==> config.mk <==
export PLATFORM = sky130hd
export DESIGN_NAME = output_fifo_unit_flat
export DESIGN_NICKNAME = d
export VERILOG_FILES = /design/src/rtl/output_fifo_unit_if.sv /design/src/rtl/output_fifo_unit.sv /design/src/flat_wrapper.sv
export SDC_FILE = /design/constraint.sdc
export NUM_CORES = 1
export LEC_CHECK = 0
export CORE_ASPECT_RATIO = 0.75
export CORE_UTILIZATION = 47
export DETAILED_ROUTE_END_ITERATION = 12
export PLACE_DENSITY = 0.67
export SLEW_MARGIN = 20
export SYNTH_ARGS = -nofsm -noshare
export SYNTH_HDL_FRONTEND = slang
export SYNTH_SLANG_ARGS = --single-unit
==> constraint.sdc <==
create_clock -name clk -period 4.2 [get_ports clk]
set_input_delay 0.84 -clock clk [delete_from_list [all_inputs] [get_ports clk]]
set_output_delay 0.84 -clock clk [all_outputs]
set_load 0.02 [all_outputs]
==> src/rtl/output_fifo_unit_if.sv <==
`default_nettype none
// ============================================================================
//  Module      : output_fifo_unit_if
//  Description : Bundles the output FIFO unit signals into one interface.
//                The CPU side is a request/acknowledge handshake. The sink
//                side is a valid/ready stream. Occupancy status is exported.
//  Ports       : master modport - CPU/sink side (drives out_req, out_data,
//                                 tx_ready)
//                slave modport  - FIFO unit side (drives out_ack, tx_valid,
//                                 tx_data, level, full, empty)
//  Revision    : 1.0  initial release
// ============================================================================
interface output_fifo_unit_if #(
    parameter int WIDTH = 16,
    parameter int DEPTH = 8
);
    localparam int LVL_W = $clog2(DEPTH) + 1;

    logic             out_req;
    logic [WIDTH-1:0] out_data;
    logic             out_ack;
    logic             tx_valid;
    logic [WIDTH-1:0] tx_data;
    logic             tx_ready;
    logic [LVL_W-1:0] level;
    logic             full;
    logic             empty;

    modport master (
        output out_req,
        output out_data,
        output tx_ready,
        input  out_ack,
        input  tx_valid,
        input  tx_data,
        input  level,
        input  full,
        input  empty
    );

    modport slave (
        input  out_req,
        input  out_data,
        input  tx_ready,
        output out_ack,
        output tx_valid,
        output tx_data,
        output level,
        output full,
        output empty
    );
endinterface
`default_nettype wire

==> src/rtl/output_fifo_unit.sv <==
`default_nettype none
// ============================================================================
//  Module      : output_fifo_unit
//  Description : Accepts words from the CPU with a three-state handshake:
//                IDLE, then ACK, then RELEASE. Each request writes exactly
//                one word. Stored words are presented to a downstream sink
//                through a first-word-fall-through FIFO.
//  Ports       : clk   - clock. All state updates on the rising edge.
//                rst_b - asynchronous reset, active-high.
//                bus   - output_fifo_unit_if.slave:
//                        out_req/out_data/out_ack carry the CPU handshake.
//                        tx_valid/tx_data/tx_ready carry the sink stream.
//                        level/full/empty report FIFO occupancy.
//  Revision    : 1.0  initial release
// ============================================================================
module output_fifo_unit #(
    parameter int WIDTH = 16,
    parameter int DEPTH = 8
) (
    input  wire logic           clk,
    input  wire logic           rst_b,
    output_fifo_unit_if.slave   bus
);
    localparam int PTR_W = $clog2(DEPTH);
    localparam int LVL_W = $clog2(DEPTH) + 1;

    localparam logic [PTR_W-1:0] C_PTR_ONE   = PTR_W'(1);
    localparam logic [LVL_W-1:0] C_LVL_ONE   = LVL_W'(1);
    localparam logic [LVL_W-1:0] C_LVL_DEPTH = LVL_W'(DEPTH);

    typedef enum logic [1:0] {
        ST_IDLE    = 2'd0,
        ST_ACK     = 2'd1,
        ST_RELEASE = 2'd2
    } state_t;

    state_t           r_state;
    state_t           w_state_nxt;
    logic             w_write;
    logic             w_pop;
    logic             w_full;
    logic             w_empty;
    logic             r_out_ack;
    logic [PTR_W-1:0] r_wr_ptr;
    logic [PTR_W-1:0] r_rd_ptr;
    logic [LVL_W-1:0] r_level;
    logic [WIDTH-1:0] r_mem [DEPTH];

    assign w_full  = (r_level == C_LVL_DEPTH);
    assign w_empty = (r_level == '0);
    // A pop needs a visible word, so tx_ready while empty has no effect.
    assign w_pop   = !w_empty && bus.tx_ready;

    // Handshake next-state logic. A write happens only when the FSM leaves
    // IDLE. The FSM must then see out_req low before it returns to IDLE,
    // so a long request still writes only one word.
    always_comb begin
        w_state_nxt = r_state;
        w_write     = 1'b0;
        case (r_state)
            ST_IDLE: begin
                // A pop on this same edge does not unblock a full FIFO,
                // because full is evaluated before the edge.
                if (bus.out_req && !w_full) begin
                    w_write     = 1'b1;
                    w_state_nxt = ST_ACK;
                end
            end
            ST_ACK: begin
                w_state_nxt = ST_RELEASE;
            end
            ST_RELEASE: begin
                if (!bus.out_req) begin
                    w_state_nxt = ST_IDLE;
                end
            end
            default: begin
                w_state_nxt = ST_IDLE;
            end
        endcase
    end

    // out_ack comes from its own flop. It is high exactly during the
    // cycle the FSM spends in ACK.
    always_ff @(posedge clk or posedge rst_b) begin
        if (rst_b) begin
            r_state   <= ST_IDLE;
            r_out_ack <= 1'b0;
        end else begin
            r_state   <= w_state_nxt;
            r_out_ack <= w_write;
        end
    end

    // Pointers wrap naturally because DEPTH is a power of two. Level cannot
    // overflow, because writes are gated by full. It cannot underflow,
    // because pops are gated by empty.
    always_ff @(posedge clk or posedge rst_b) begin
        if (rst_b) begin
            r_wr_ptr <= '0;
            r_rd_ptr <= '0;
            r_level  <= '0;
        end else begin
            if (w_write) begin
                r_wr_ptr <= r_wr_ptr + C_PTR_ONE;
            end
            if (w_pop) begin
                r_rd_ptr <= r_rd_ptr + C_PTR_ONE;
            end
            case ({w_write, w_pop})
                2'b10:   r_level <= r_level + C_LVL_ONE;
                2'b01:   r_level <= r_level - C_LVL_ONE;
                default: r_level <= r_level;
            endcase
        end
    end

    // Storage is not reset. Pointer and level reset alone make old contents
    // unreachable.
    always_ff @(posedge clk) begin
        if (w_write) begin
            r_mem[r_wr_ptr] <= bus.out_data;
        end
    end

    assign bus.out_ack  = r_out_ack;
    assign bus.tx_valid = !w_empty;
    assign bus.tx_data  = w_empty ? '0 : r_mem[r_rd_ptr];
    assign bus.level    = r_level;
    assign bus.full     = w_full;
    assign bus.empty    = w_empty;
endmodule
`default_nettype wire

==> src/flat_wrapper.sv <==
// flat-port wrapper written by rule: the top's interface ports become plain ports
module output_fifo_unit_flat 
#(
    parameter int WIDTH = 16,
    parameter int DEPTH = 8
)
  (clk, rst_b, bus_out_req, bus_out_data, bus_tx_ready, bus_out_ack, bus_tx_valid, bus_tx_data, bus_level, bus_full, bus_empty);
  output_fifo_unit_if #(.WIDTH(WIDTH), .DEPTH(DEPTH)) bus_i ();
  input  wire logic clk;
  input  wire logic rst_b;
  input wire logic [$bits(bus_i.out_req)-1:0] bus_out_req;
  input wire logic [$bits(bus_i.out_data)-1:0] bus_out_data;
  input wire logic [$bits(bus_i.tx_ready)-1:0] bus_tx_ready;
  output wire logic [$bits(bus_i.out_ack)-1:0] bus_out_ack;
  output wire logic [$bits(bus_i.tx_valid)-1:0] bus_tx_valid;
  output wire logic [$bits(bus_i.tx_data)-1:0] bus_tx_data;
  output wire logic [$bits(bus_i.level)-1:0] bus_level;
  output wire logic [$bits(bus_i.full)-1:0] bus_full;
  output wire logic [$bits(bus_i.empty)-1:0] bus_empty;
  assign bus_i.out_req = bus_out_req;
  assign bus_i.out_data = bus_out_data;
  assign bus_i.tx_ready = bus_tx_ready;
  assign bus_out_ack = bus_i.out_ack;
  assign bus_tx_valid = bus_i.tx_valid;
  assign bus_tx_data = bus_i.tx_data;
  assign bus_level = bus_i.level;
  assign bus_full = bus_i.full;
  assign bus_empty = bus_i.empty;
  output_fifo_unit #(.WIDTH(WIDTH), .DEPTH(DEPTH)) u_core (.clk(clk), .rst_b(rst_b), .bus(bus_i));
endmodule
==> impl_results.md <==
* ANT nets after route at 0
* Synth cell types at 38
* Syn avg cell area at about 21 um2
* Worst Path Required at 3.36 ns
* Total power at 4.959 mW
* Clk sinks at 141
* Post CTS Setup Buffer Count at 0
* I/O Buffers at 43
* Post-synth ARST share at 0.09220
* Cells along the critical path: buf_4 > mux4_2 > a22o_1 > clkdlybuf4s50_1
* Synth area leader: edfxtp_1
* Starting density of the core at 0.4956
* Mapped Cells at 262
* Via count at 2,699
* Setup crit start: u_core.r_rd_ptr[1]
* Register area share after synthesis at 0.7518
* Yosys warns at 0
* Router iterations before antenna repair at 5
* Sw frac at 0.3019
* Leakage at 2.264 nW
* Final hold vios at 0
* Post-synth net total at 287
* Worst Hold Class: flop to flop
* Synth top area share at 0.6931
* Fin Setup TNS at 0 ns
* Layout area overhead at 21.59%
* Worst reg2reg startpoint: u_core.bus.level[1]
* WP data arrival at 2.81 ns
* Crit end category: output pin
* Main combinational cell family by area after synthesis: multiplexers
* Synth Area in Adders at 0.01128
* Total grt overflow at 0
* Worst Path Class, Setup: flop to output pin
* Iter 0 DRT Violations at 280
* CTS tree: built
* Synth Area in Simple Gates at 0.03069
* Top post-synthesis cells by area: edfxtp_1, mux4_2, dfrtp_1, a22o_1, ha_1
* Mapped cell area at 5545 um2
* Post-synthesis compound-gate area fraction at 0.03362
* Post-synthesis register bit count at 141
* Diode count at 0
* Die area at 12,240 um2
* Net count, final at 346
* Fin crit period at 3.647 ns
* Wire per inst at between 20 and 25 um
* Synth Area in XOR/XNOR at 0.01106
* Initial antenna violation count at 0
* Worst-skew pair later-pin latency at 0.41 ns
* Post-cts hold buffer count at 0
* Share of cells above drive strength 1 at 0.2425
* Total track usage at 0.1854
* Crit-path max cell delay at 0.89 ns
* RSZ-0062 raised after global routing: false
* Hold wc startpoint: u_core.r_state[0]
* Worst slew pin tran at 0.8401 ns
* Die Y at 96.07 um
* Worst VDD drop at about 0.37 mV
* Max Slew Vio Count at 0
* Reg clk slew, reported paths at 0.05 ns
* Primary FF master, synth: edfxtp_1
* Cts repair resizes at 0
* Comb power frac at 0.336
* Row Count at 33
* Post-route DRC at 0
* Drt via density at 5.497
* H-tree depth at 4
* Switch Pwr at around 1.5 mW
* Final WL at 10,210 um
* CTS Buffer Depth at 2
* Internal at 3.462 mW
* CTS Buf Count at 17
* Cell Pwr Density at 735.5 nW/um2
* Vias in the first global route at 2,740
* Crit path max-delay cell type: dfrtp_1
* Post-synth EDFFs at 128
* Clock share of power at 0.274
* Final Wtd Congestion at 0.7219
* Mux cell area share after synthesis at 0.1397
* Max Fclk at 274.2 MHz
* Worst-path fanout max at 19
* CTS root buffer: clkbuf_16
* Die width at 127.4 um
* Post-DP HPWL at 5744 um
* Max-slew headroom at 0.4399
* Status: finished, final reports clean
* Sequential share of power at 0.390
* Max_cap viols at 0
* Core area at 11,190 um2
* Worst Clk Skew at 0.005989 ns
* Largest net degree at the start of global routing at 20
* First-pass GRT wire length at 15,630 um
* Share of the clock period used by the worst path at 0.8683
* Ports at 44
* Worst setup SP type: flop
* Setup Viol. Count Final at 0
[Yosys cell counts (3+ instances only)]
library cell,n
inv_1,6
nor3_1,4
buf_2,4
dfrtp_1,13
xnor2_1,6
nor2_1,6
ha_1,5
edfxtp_1,128
mux4_2,32
clkbuf_1,6
nand2_1,3
a22o_1,16
buf_6,3
[layout by cell type, fill, tap and decap left out, types with 3 or more instances in the layout]
cell type / count
clkbuf_1: 3
nand2_1: 3
clkinv_2: 4
clkdlybuf4s50_1: 43
nor3_2: 4
edfxtp_1: 128
xnor2_1: 6
a22o_1: 16
buf_4: 10
clkinv_1: 6
mux4_2: 32
inv_1: 6
dfrtp_1: 12
clkbuf_16: 17
ha_1: 5
nor2_1: 6
[worst max-delay path: cells and delay by family (launching register included)]
family                 cells  cell delay (ns)
buffers and inverters      2             0.93
flip-flops                 1             0.89
multiplexers               1             0.33
AO/OA/AOI/OAI              1             0.25
[logic make-up after synthesis]
family | after synthesis
AO/OA/AOI/OAI | 22
XOR/XNOR | 7
adder cells (fa/ha/maj) | 5
buffers and inverters | 22
flip-flops | 141
multiplexers | 37
AND/OR/NAND/NOR | 28
[layer usage]
layer / GRT usage / share of wire / vias to the layer above
met5: 0 / 0 / -
met1: 0.2603 / 0.46 / 1400
li1: - / - / 1208
met3: 0.05114 / 0.052 / 10
met2: 0.2787 / 0.47 / 81
met4: 0.07341 / 0.011 / 0
[flip-flops by register name (all words and copies together), names as in the netlist]
name / count
u_core.r_rd_ptr: 3
u_core.r_mem: 128
u_core.r_wr_ptr: 3
u_core.bus.out_ack: 1
u_core.bus.level: 4
u_core.r_state: 2
[per-stage QoR]
stage / hold WS, ns / utilization / instances / area (um2) / worst slack (ns)
6_report: 0.4790 / 0.6026 / 491 / 6743 / 0.5532
5_1_grt: 0.5231 / 0.6026 / 491 / 6743 / 0.3824
4_1_cts: 0.4862 / 0.6026 / 491 / 6743 / 0.5013
3_5_place_dp: 0.4790 / 0.5544 / 459 / 6203 / 0.9542
3_3_place_gp: 0.4624 / 0.5544 / 459 / 6203 / 0.9666
2_1_floorplan: 0.4493 / - / 262 / 5545 / 1.177
[final timing paths]
check                      slack (ns)             endpoint  cells past startpoint
setup / recovery                 0.55       bus_tx_data[9]                      4
min in group asynchronous        0.78    u_core.r_state[0]                      2
max in group asynchronous        3.04   u_core.r_rd_ptr[0]                      2
hold / removal                   0.48    u_core.r_state[1]                      1
setup reg to reg                 1.29  u_core.bus.level[3]                      6
hold reg to reg                  0.48    u_core.r_state[1]                      1
[power groups by stage]
stage	clock network, mW	registers [mW]	logic (mW)
final	1.36	1.94	1.66
after global placement	0	1.95	1.66
after global routing	1.45	1.97	1.79
after CTS	1.39	1.94	1.68
after floorplan	0	1.87	1.16
after detailed placement	0	1.96	1.68
[final cells by class]
type | instances | area, um2
Multi-Input combinational cell | 99 | 1281
Inverter | 8 | 30.03
Tap cell | 157 | 196.4
Clock buffer | 20 | 436.7
Fill cell | 809 | 4447
Timing Repair Buffer | 54 | 525.5
Sequential cell | 141 | 4170
Clock inverter | 12 | 102.6
(Power assumes the default switching activity.)
